**config.mk**
```make
export PLATFORM = sky130hd
export DESIGN_NAME = apb_sample_player
export DESIGN_NICKNAME = d
export VERILOG_FILES = /design/src/rtl/apb_sample_player.sv
export SDC_FILE = /design/constraint.sdc
export NUM_CORES = 1
export LEC_CHECK = 0
export CELL_PAD_IN_SITES_DETAIL_PLACEMENT = 1
export CELL_PAD_IN_SITES_GLOBAL_PLACEMENT = 1
export CORE_ASPECT_RATIO = 1.2
export CORE_UTILIZATION = 54
export DETAILED_ROUTE_END_ITERATION = 8
export GPL_ROUTABILITY_DRIVEN = 0
export PLACE_DENSITY = 0.84
export SLEW_MARGIN = 20
export SYNTH_ARGS = -nofsm -noshare
export SYNTH_HDL_FRONTEND = slang
export SYNTH_SLANG_ARGS = --single-unit
```
**constraint.sdc**
```tcl
create_clock -name PCLK -period 3.95 [get_ports PCLK]
set_input_delay 1.185 -clock PCLK [delete_from_list [all_inputs] [get_ports PCLK]]
set_output_delay 1.185 -clock PCLK [all_outputs]
set_load 0.05 [all_outputs]
```
**src/rtl/apb_sample_player.sv**
```systemverilog
`timescale 1ns/1ps
// apb_sample_player: APB slave that queues firmware-written audio samples in a FIFO and
//   plays them at DIV+1 PCLK cycles per sample through a 1-bit first-order sigma-delta DAC.
// Latency: register writes land on the access-phase edge, PRDATA is combinational,
//   a pushed sample reaches cur_sample on the next divider tick, and IRQ follows its cause by 1 cycle.
// Backpressure: PREADY is tied high. A push to a full FIFO with no pop in that cycle is dropped,
//   answered with PSLVERR and recorded in the sticky OVF flag.
// Ports: PCLK/PRESERN clock and async active-low reset; PSEL/PENABLE/PWRITE/PADDR/PWDATA APB request;
//   PRDATA/PREADY/PSLVERR APB response; DAC_OUT sigma-delta bitstream; IRQ registered level interrupt.
module apb_sample_player #(
  parameter int SAMPLE_W = 16,
  parameter int DEPTH    = 64,
  parameter int DIV_W    = 16
) (
  input  logic        PCLK,
  input  logic        PRESERN,
  input  logic        PSEL,
  input  logic        PENABLE,
  input  logic        PWRITE,
  input  logic [7:0]  PADDR,
  input  logic [31:0] PWDATA,
  output logic [31:0] PRDATA,
  output logic        PREADY,
  output logic        PSLVERR,
  output logic        DAC_OUT,
  output logic        IRQ
);

  localparam int AW = $clog2(DEPTH);
  localparam int CW = AW + 1;

  localparam logic [2:0] A_CTRL  = 3'd0;
  localparam logic [2:0] A_DIV   = 3'd1;
  localparam logic [2:0] A_DATA  = 3'd2;
  localparam logic [2:0] A_STAT  = 3'd3;
  localparam logic [2:0] A_LOWWM = 3'd4;

  // Register state
  logic                en_q, en_d;
  logic                irq_en_q, irq_en_d;
  logic [DIV_W-1:0]    div_q, div_d;
  logic [CW-1:0]       lowwm_q, lowwm_d;
  logic [DIV_W-1:0]    div_cnt_q, div_cnt_d;
  logic [AW-1:0]       wr_ptr_q, wr_ptr_d;
  logic [AW-1:0]       rd_ptr_q, rd_ptr_d;
  logic [CW-1:0]       count_q, count_d;
  logic [SAMPLE_W-1:0] cur_sample_q, cur_sample_d;
  logic [SAMPLE_W-1:0] acc_q, acc_d;
  logic                underrun_q, underrun_d;
  logic                ovf_q, ovf_d;
  logic                dac_q, dac_d;
  logic                irq_q, irq_d;

  logic [SAMPLE_W-1:0] mem [DEPTH];

  // Decode
  logic [2:0] reg_idx;
  logic       wr_en;
  logic       ctrl_wr, div_wr, data_wr, stat_wr, lowwm_wr;
  logic       flush;

  assign reg_idx  = PADDR[4:2];
  assign wr_en    = PSEL & PENABLE & PWRITE;
  assign ctrl_wr  = wr_en && (reg_idx == A_CTRL);
  assign div_wr   = wr_en && (reg_idx == A_DIV);
  assign data_wr  = wr_en && (reg_idx == A_DATA);
  assign stat_wr  = wr_en && (reg_idx == A_STAT);
  assign lowwm_wr = wr_en && (reg_idx == A_LOWWM);
  assign flush    = ctrl_wr & PWDATA[1];

  // FIFO status and event qualification
  logic empty, full, low, tick, pop, push_ok, ovf_set, underrun_set;
  logic [SAMPLE_W:0] sd_sum;

  assign empty = (count_q == '0);
  assign full  = (count_q == CW'(DEPTH));
  assign low   = (count_q <= lowwm_q);
  assign tick  = en_q && (div_cnt_q == div_q);

  // A flush on a tick edge wins: the tick neither pops nor reports underrun.
  assign pop          = tick & ~empty & ~flush;
  assign underrun_set = tick & empty & ~flush;
  // A simultaneous pop frees the slot, so a push to a full FIFO is still accepted.
  assign push_ok      = data_wr & (~full | pop);
  assign ovf_set      = data_wr & full & ~pop;

  assign sd_sum = {1'b0, acc_q} + {1'b0, cur_sample_q};

  always_comb begin
    en_d         = en_q;
    irq_en_d     = irq_en_q;
    div_d        = div_q;
    lowwm_d      = lowwm_q;
    div_cnt_d    = div_cnt_q;
    wr_ptr_d     = wr_ptr_q;
    rd_ptr_d     = rd_ptr_q;
    count_d      = count_q;
    cur_sample_d = cur_sample_q;
    acc_d        = '0;
    dac_d        = 1'b0;

    if (ctrl_wr) begin
      en_d     = PWDATA[0];
      irq_en_d = PWDATA[2];
    end
    if (div_wr)   div_d   = PWDATA[DIV_W-1:0];
    if (lowwm_wr) lowwm_d = PWDATA[CW-1:0];

    // Divider: any DIV write restarts the sample period.
    if (!en_q || div_wr || tick) div_cnt_d = '0;
    else                         div_cnt_d = div_cnt_q + DIV_W'(1);

    if (flush) begin
      wr_ptr_d = '0;
      rd_ptr_d = '0;
      count_d  = '0;
    end else begin
      if (push_ok) wr_ptr_d = wr_ptr_q + AW'(1);
      if (pop)     rd_ptr_d = rd_ptr_q + AW'(1);
      if (push_ok && !pop)      count_d = count_q + CW'(1);
      else if (pop && !push_ok) count_d = count_q - CW'(1);
    end

    if (pop) cur_sample_d = mem[rd_ptr_q];

    if (en_q) begin
      acc_d = sd_sum[SAMPLE_W-1:0];
      dac_d = sd_sum[SAMPLE_W];
    end

    // Sticky flags: a set in the same cycle as a write-1 clear keeps the bit at 1.
    underrun_d = underrun_set | (underrun_q & ~(stat_wr & PWDATA[3]));
    ovf_d      = ovf_set      | (ovf_q      & ~(stat_wr & PWDATA[4]));

    irq_d = irq_en_q & (low | underrun_q | ovf_q);
  end

  always_ff @(posedge PCLK or negedge PRESERN) begin
    if (!PRESERN) begin
      en_q         <= 1'b0;
      irq_en_q     <= 1'b0;
      div_q        <= '0;
      lowwm_q      <= '0;
      div_cnt_q    <= '0;
      wr_ptr_q     <= '0;
      rd_ptr_q     <= '0;
      count_q      <= '0;
      cur_sample_q <= {1'b1, {(SAMPLE_W-1){1'b0}}};
      acc_q        <= '0;
      underrun_q   <= 1'b0;
      ovf_q        <= 1'b0;
      dac_q        <= 1'b0;
      irq_q        <= 1'b0;
    end else begin
      en_q         <= en_d;
      irq_en_q     <= irq_en_d;
      div_q        <= div_d;
      lowwm_q      <= lowwm_d;
      div_cnt_q    <= div_cnt_d;
      wr_ptr_q     <= wr_ptr_d;
      rd_ptr_q     <= rd_ptr_d;
      count_q      <= count_d;
      cur_sample_q <= cur_sample_d;
      acc_q        <= acc_d;
      underrun_q   <= underrun_d;
      ovf_q        <= ovf_d;
      dac_q        <= dac_d;
      irq_q        <= irq_d;
    end
  end

  // Sample storage carries no reset; occupancy is tracked by the pointers and count.
  always_ff @(posedge PCLK) begin
    if (push_ok) mem[wr_ptr_q] <= PWDATA[SAMPLE_W-1:0];
  end

  // Read mux
  logic [31:0] status;
  always_comb begin
    status        = '0;
    status[0]     = empty;
    status[1]     = full;
    status[2]     = low;
    status[3]     = underrun_q;
    status[4]     = ovf_q;
    status[8 +: CW] = count_q;
  end

  always_comb begin
    PRDATA = '0;
    if (PSEL && !PWRITE) begin
      case (reg_idx)
        A_CTRL: begin
          PRDATA[0] = en_q;
          PRDATA[2] = irq_en_q;
        end
        A_DIV:   PRDATA[DIV_W-1:0] = div_q;
        A_STAT:  PRDATA = status;
        A_LOWWM: PRDATA[CW-1:0] = lowwm_q;
        default: PRDATA = '0;
      endcase
    end
  end

  assign PREADY  = 1'b1;
  assign PSLVERR = ovf_set;
  assign DAC_OUT = dac_q;
  assign IRQ     = irq_q;

  // Address bits outside PADDR[4:2] and the upper write-data bits are not decoded.
  logic unused_bits;
  assign unused_bits = ^{PADDR[7:5], PADDR[1:0], PWDATA};

endmodule
```
==> impl_metrics.env, run 1 <==
export IMPL_whs_ps=508.5
export IMPL_fin_util_pct=62.77
export IMPL_numCtsBuffers=101
export IMPL_numPortBuffers=42
export IMPL_yosys_top_cells_count="edfxtp_1 (1024), mux2_2 (179), nor2_1 (131)"
export IMPL_cts_root_buf="clkbuf_16"
export IMPL_diodes=0
export IMPL_multi_input_area_mm2=0.01157
export IMPL_worstSetupPathType="reg2out"
export IMPL_p_comb_share_pct=29.9
export IMPL_viasPerCell=6.697
export IMPL_area_growth_pct=15.26
export IMPL_hold_viol=0
export IMPL_clock_latency_ps=690
export IMPL_min_period_ps=3971
export IMPL_tritoncts="built"
export IMPL_drive_above_1_share_pct=26.46
export IMPL_synth_avg_cell_area_um2=18.00
export IMPL_dr_pass1_iters=9
export IMPL_io_pins=81
export IMPL_dieArea_mm2=0.08519
export IMPL_slew_viol_final=0
export IMPL_grt_max_degree=100
export IMPL_failed_checks="design-rule violations, negative setup slack"
export IMPL_synth_seq_cells=1120
export IMPL_core_rowCount=116
export IMPL_htreeDepth=3
export IMPL_clkTransAtPathRegs_ps=80
export IMPL_synth_async_sr_flop_share_pct=8.571
export IMPL_end_kind="primary output"
export IMPL_seq_area_frac_synth_pct=73.07
export IMPL_grt_use_total_pct=32.31
export IMPL_yosys_cell_count_top_type="edfxtp_1"
export IMPL_synth_largest_area_cell="edfxtp_1"
export IMPL_synthTopCellsByArea="edfxtp_1 (68%), mux4_2 (6.4%), dfrtp_1 (5.2%)"
export IMPL_totalWireLength_um=135100
export IMPL_synth_cells=2521
export IMPL_yosysWarnings=0
export IMPL_p_int_mw=22.84
export IMPL_synthFlopType="edfxtp_1"
export IMPL_dieWidth_um=266.6
export IMPL_cp_start_kind="register"
export IMPL_hold_path_class="in2async"
export IMPL_antenna_found_initial=3
export IMPL_antenna_left=0
export IMPL_fillers=7080
export IMPL_r2r_start="div_q[1]"
export IMPL_peakVddDrop_mv=0.4242
export IMPL_rsz0062_at_grt="yes"
export IMPL_synth_top_cell_area_share_pct=67.78
export IMPL_seq_area_mm2=0.03316
export IMPL_ys_types=72
export IMPL_grt_pass1_vias=27800
export IMPL_wl_per_cell_um=34.54
export IMPL_clk_path_buf_depth=3
export IMPL_start_util_pct=54.46
export IMPL_crit_path_start="div_q[1]"
export IMPL_synth_enable_flop_cells=1024
export IMPL_stdcell_count=3910
export IMPL_drc_errors=1
export IMPL_tightest_slew_ps=1167
export IMPL_crit_arrival_ps=2790
export IMPL_drtIter0Drc=3252
export IMPL_coreArea_mm2=0.08331
export IMPL_critical_path_max_fanout=5
export IMPL_clock_sinks=1120
export IMPL_p_sw_share_pct=32.74
export IMPL_fin_nets=2783
export IMPL_placed_cells=3717
export IMPL_overflow=0
export IMPL_power_leakage_nw=18.04
export IMPL_setup_viol=1
export IMPL_grt_pass1_wl_um=197400
export IMPL_cap_violations=0
export IMPL_fin_tns_setup_ps=-21.33
export IMPL_skew_ps=30.22
export IMPL_max_slew_margin_pct=22.19
export IMPL_fmaxAchievable_ghz=0.2518
export IMPL_die_y_um=319.5
export IMPL_crit_required_ps=2760
export IMPL_synth_area_mm2=0.04537
export IMPL_pwr_share_seq_pct=40.4
export IMPL_period_share_pct=100.5
export IMPL_power_density_mw_per_mm2=649.5
export IMPL_worst_slack_ps=-21.33
export IMPL_num_vias=26190
export IMPL_status="complete, but fails checks"
export IMPL_clock_power_share_pct=29.7
export IMPL_p_switching_mw=11.12
export IMPL_dpl_hpwl_um=78060
==> critical path: stages, from the launching register on <==
cell and delay, ps:
dfrtp_1 450, xor2_1 200, nor4_2 470, nand3_2 330, nor3_4 370, nor3_2 110
buf_12 160
==> logic make-up after synthesis <==
logic type | after synthesis | share of synthesized area, %
fa+ha+maj | 34 | 0.9707
xor+xnor | 40 | 0.7722
mux | 429 | 13.49
simple gates | 373 | 4.178
other cells | 2 | 0.01655
flops | 1120 | 73.07
compound gates | 349 | 5.642
buf+inv | 174 | 1.859
==> metal layers <==
layer	vias to the layer above	wire, um	global-route usage (%)	share of wire, %
li1	10440	-	-	-
met1	13520	48600	41.42	36
met2	1766	66740	53.15	49
met3	451	11720	5.128	8.7
met4	4	7958	17.29	5.9
met5	-	28	0	0.021
==> stage by stage <==
| stage | worst slack [ps] | instance area, um^2 | power (mW) |
|---|---|---|---|
| after global routing | -15.39 | 52290 | 34.63 |
| after floorplan | -2.619 | 45450 | 19.89 |
| final | -21.33 | 52290 | 33.96 |
| after CTS | 13.20 | 52250 | 33.68 |
| after detailed placement | -582.9 | 48840 | 23.41 |
| after global placement | -375.3 | 48840 | 22.85 |
==> worst paths after layout <==
path	to	slack [ps]	depth (start not counted)
max in group asynchronous	div_cnt_q[8]	2640	2
min in group PCLK	cur_sample_q[3]	520	2
worst min-delay path	acc_q[7]	510	1
worst max-delay path	PSLVERR	-20	6
worst max register to register	count_q[5]	140	12
worst min register to register	cur_sample_q[3]	520	2
==> repair_timing <==
| action | CTS | global route |
|---|---|---|
| cloned | 1 | 0 |
| gates resized for setup | 26 | 9 |
| endpoints found under the setup margin | 16 | 6 |
| buffers inserted | 3 | 2 |
| pin swaps | 5 | 0 |
| hold buffers | 0 | 0 |
==> power groups by stage <==
stage / Clock [mW] / Sequential (mW) / Combinational [mW]
after floorplan: 0 / 13.6 / 6.28
after global placement: 0 / 13.9 / 9.00
after detailed placement: 0 / 13.9 / 9.52
after CTS: 10.1 / 13.7 / 9.90
after global routing: 10.5 / 13.7 / 10.5
final: 10.1 / 13.7 / 10.2
==> final cells by class <==
class / instances / share of cell area [%]
flip-flops and latches: 1120 / 63.42
multi-input cells: 1242 / 22.13
repair buffers: 223 / 5.329
clock buffers: 126 / 5.211
well taps: 1121 / 2.682
clock inverters: 62 / 1.120
inverters: 16 / 0.1149
==> sequential cells by signal, summed over array words and instances (netlist names) <==
| register | count |
|---|---|
| acc_q | 16 |
| div_q | 16 |
| underrun_q | 1 |
| en_q | 1 |
| IRQ | 1 |
| DAC_OUT | 1 |
| count_q | 7 |
| ovf_q | 1 |
| cur_sample_q | 16 |
| mem | 1024 |
| rd_ptr_q | 6 |
| lowwm_q | 7 |
| div_cnt_q | 16 |
| irq_en_q | 1 |
| wr_ptr_q | 6 |
==> layout by cell type (no fill, tap or decap), types with 90 or more instances in the layout <==
cell       Yosys  layout
buf_4         21     107
mux4_2       128     128
dfrtp_1       95      92
a22o_1        97      97
buf_12         0      90
edfxtp_1    1024    1024
clkbuf_16      0     104
mux2_2       179     179
mux2i_1      122     122
nor2_1       131     123
No activity file was read; power rests on OpenSTA's default activity.
==> run 2, diff against run 1 <==
SLEW_MARGIN = not set   (was 20)
==> run 2 against run 1 <==
Against the previous run: the flow still finishes with violations (design-rule violations, negative setup slack); cell area hardly changed; clock-buffer cell count stayed put; setup slack worse by 1.9 ps; die area stayed put; largest power group unchanged.
==> impl_metrics.env, run 2 (synthesis gave the netlist of run 1 again) <==
export IMPL_status="complete, but fails checks"
export IMPL_failed_checks="design-rule violations, negative setup slack"
export IMPL_numCtsBuffers=101
export IMPL_dieArea_mm2=0.08519
export IMPL_min_period_ps=3973
export IMPL_top_register="mem"
export IMPL_end_kind="primary output"
export IMPL_clk_path_buf_depth=3
export IMPL_cap_violations=0
export IMPL_num_vias=26140
export IMPL_grt_use_total_pct=32.31
export IMPL_die_y_um=319.5
export IMPL_viasPerCell=6.686
export IMPL_largest_reg_flops=1024
export IMPL_worstSetupPathType="reg2out"
export IMPL_dr_pass1_iters=7
export IMPL_pwr_share_seq_pct=40.4
export IMPL_p_switching_mw=11.10
export IMPL_start_util_pct=54.46
export IMPL_antenna_found_initial=3
export IMPL_critical_path_max_fanout=5
export IMPL_area_growth_pct=15.25
export IMPL_coreArea_mm2=0.08331
export IMPL_max_slew_margin_pct=15.69
export IMPL_wl_per_cell_um=34.53
export IMPL_core_rowCount=116
export IMPL_cts_root_buf="clkbuf_16"
export IMPL_finalPower_mw=33.95
export IMPL_slew_viol_final=0
export IMPL_dpl_worst_slack_ps=-582.9
export IMPL_clock_latency_ps=690
export IMPL_mostFrequentLayoutCells="edfxtp_1 (1024), mux2_2 (179), mux4_2 (128)"
export IMPL_p_sw_share_pct=32.71
export IMPL_crit_arrival_ps=2790
export IMPL_dieWidth_um=266.6
export IMPL_antenna_left=0
export IMPL_totalWireLength_um=135000
export IMPL_io_pins=81
export IMPL_clock_sinks=1120
export IMPL_drc_errors=1
export IMPL_rsz0062_at_grt="yes"
export IMPL_power_density_mw_per_mm2=649.2
export IMPL_hold_viol=0
export IMPL_skew_ps=29.41
export IMPL_period_share_pct=100.6
export IMPL_fin_util_pct=62.76
export IMPL_crit_required_ps=2760
export IMPL_clock_power_share_pct=29.7
export IMPL_grt_max_degree=100
export IMPL_fmaxAchievable_ghz=0.2517
export IMPL_fin_nets=2783
export IMPL_power_leakage_nw=18.03
export IMPL_tightest_slew_ps=1265
export IMPL_numPortBuffers=42
export IMPL_hold_path_class="in2async"
export IMPL_tritoncts="built"
export IMPL_r2r_slack_ps=130
export IMPL_drtIter0Drc=3249
export IMPL_worst_slack_ps=-23.28
export IMPL_htreeDepth=3
export IMPL_clkTransAtPathRegs_ps=80
export IMPL_peakVddDrop_mv=0.4227
export IMPL_final_common_cell="edfxtp_1"
export IMPL_drive_above_1_share_pct=26.46
export IMPL_finish_instance_area_mm2=0.05229
export IMPL_setup_viol=1
export IMPL_grt_pass1_wl_um=197400
export IMPL_fillers=7080
export IMPL_dpl_hpwl_um=78060
export IMPL_grt_pass1_vias=27800
export IMPL_p_comb_share_pct=29.9
export IMPL_whs_ps=510.7
export IMPL_cp_start_kind="register"
export IMPL_p_int_mw=22.84
export IMPL_post_dp_cell_area_mm2=0.04884
export IMPL_overflow=0
export IMPL_diodes=0
run 2: cell counts in the layout (fill, tap and decap cells not counted):
Identical to the previous run, type by type.
run 2: final timing paths:
| check | from | endpoint | depth (start not counted) |
|---|---|---|---|
| max reg2reg | div_q[1] | count_q[5] | 12 |
| min | PRESERN | acc_q[7] | 1 |
| max | div_q[1] | PSLVERR | 6 |
| min reg2reg | cur_sample_q[3] | cur_sample_q[3] | 2 |
| max in group asynchronous | PRESERN | div_cnt_q[8] | 2 |
| min in group PCLK | cur_sample_q[3] | cur_sample_q[3] | 2 |
run 2: power by group through the flow:
stage,clock network [mW],logic [mW],registers (mW)
after floorplan,0,6.28,13.6
after global placement,0,9.00,13.9
after detailed placement,0,9.52,13.9
after CTS,10.1,9.90,13.7
after global routing,10.5,10.5,13.7
final,10.1,10.2,13.7
run 2: critical path, stage by stage, from the launching register on:
cell     delay, ps
dfrtp_1        450
xor2_1         200
nor4_2         470
nand3_2        330
nor3_4         370
nor3_2         110
buf_12         160
run 2: area by class of cell:
| cell class | instances | area [um^2] | share of cell area (%) |
|---|---|---|---|
| Tap cell | 1121 | 1403 | 2.683 |
| Sequential cell | 1120 | 33160 | 63.42 |
| Inverter | 16 | 60.06 | 0.1149 |
| Timing Repair Buffer | 223 | 2781 | 5.320 |
| Multi-Input combinational cell | 1242 | 11570 | 22.13 |
| Clock buffer | 126 | 2725 | 5.212 |
| Clock inverter | 62 | 585.6 | 1.120 |
run 2: per-stage QoR:
stage	TNS (ps)	cells
floorplan	-2.619	2536
global placement	-948.1	3717
detailed placement	-48370	3717
CTS	0	3908
global route	-35.58	3910
finish	-23.28	3910
run 2: repair_timing:
item / 4_1_cts / 5_1_grt
endpoints found under the setup margin: 16 / 6
cloned: 1 / 0
pin swaps: 5 / 0
resized for setup: 26 / 9
buffers inserted: 3 / 2
hold buffers: 0 / 0
run 2: metal layers:
metal	GRT usage, %	up-vias	wire [um]
met5	0	-	28
met2	53.15	1751	66780
met3	5.128	433	11860
met4	17.29	4	7822
li1	-	10450	-
met1	41.42	13510	48520
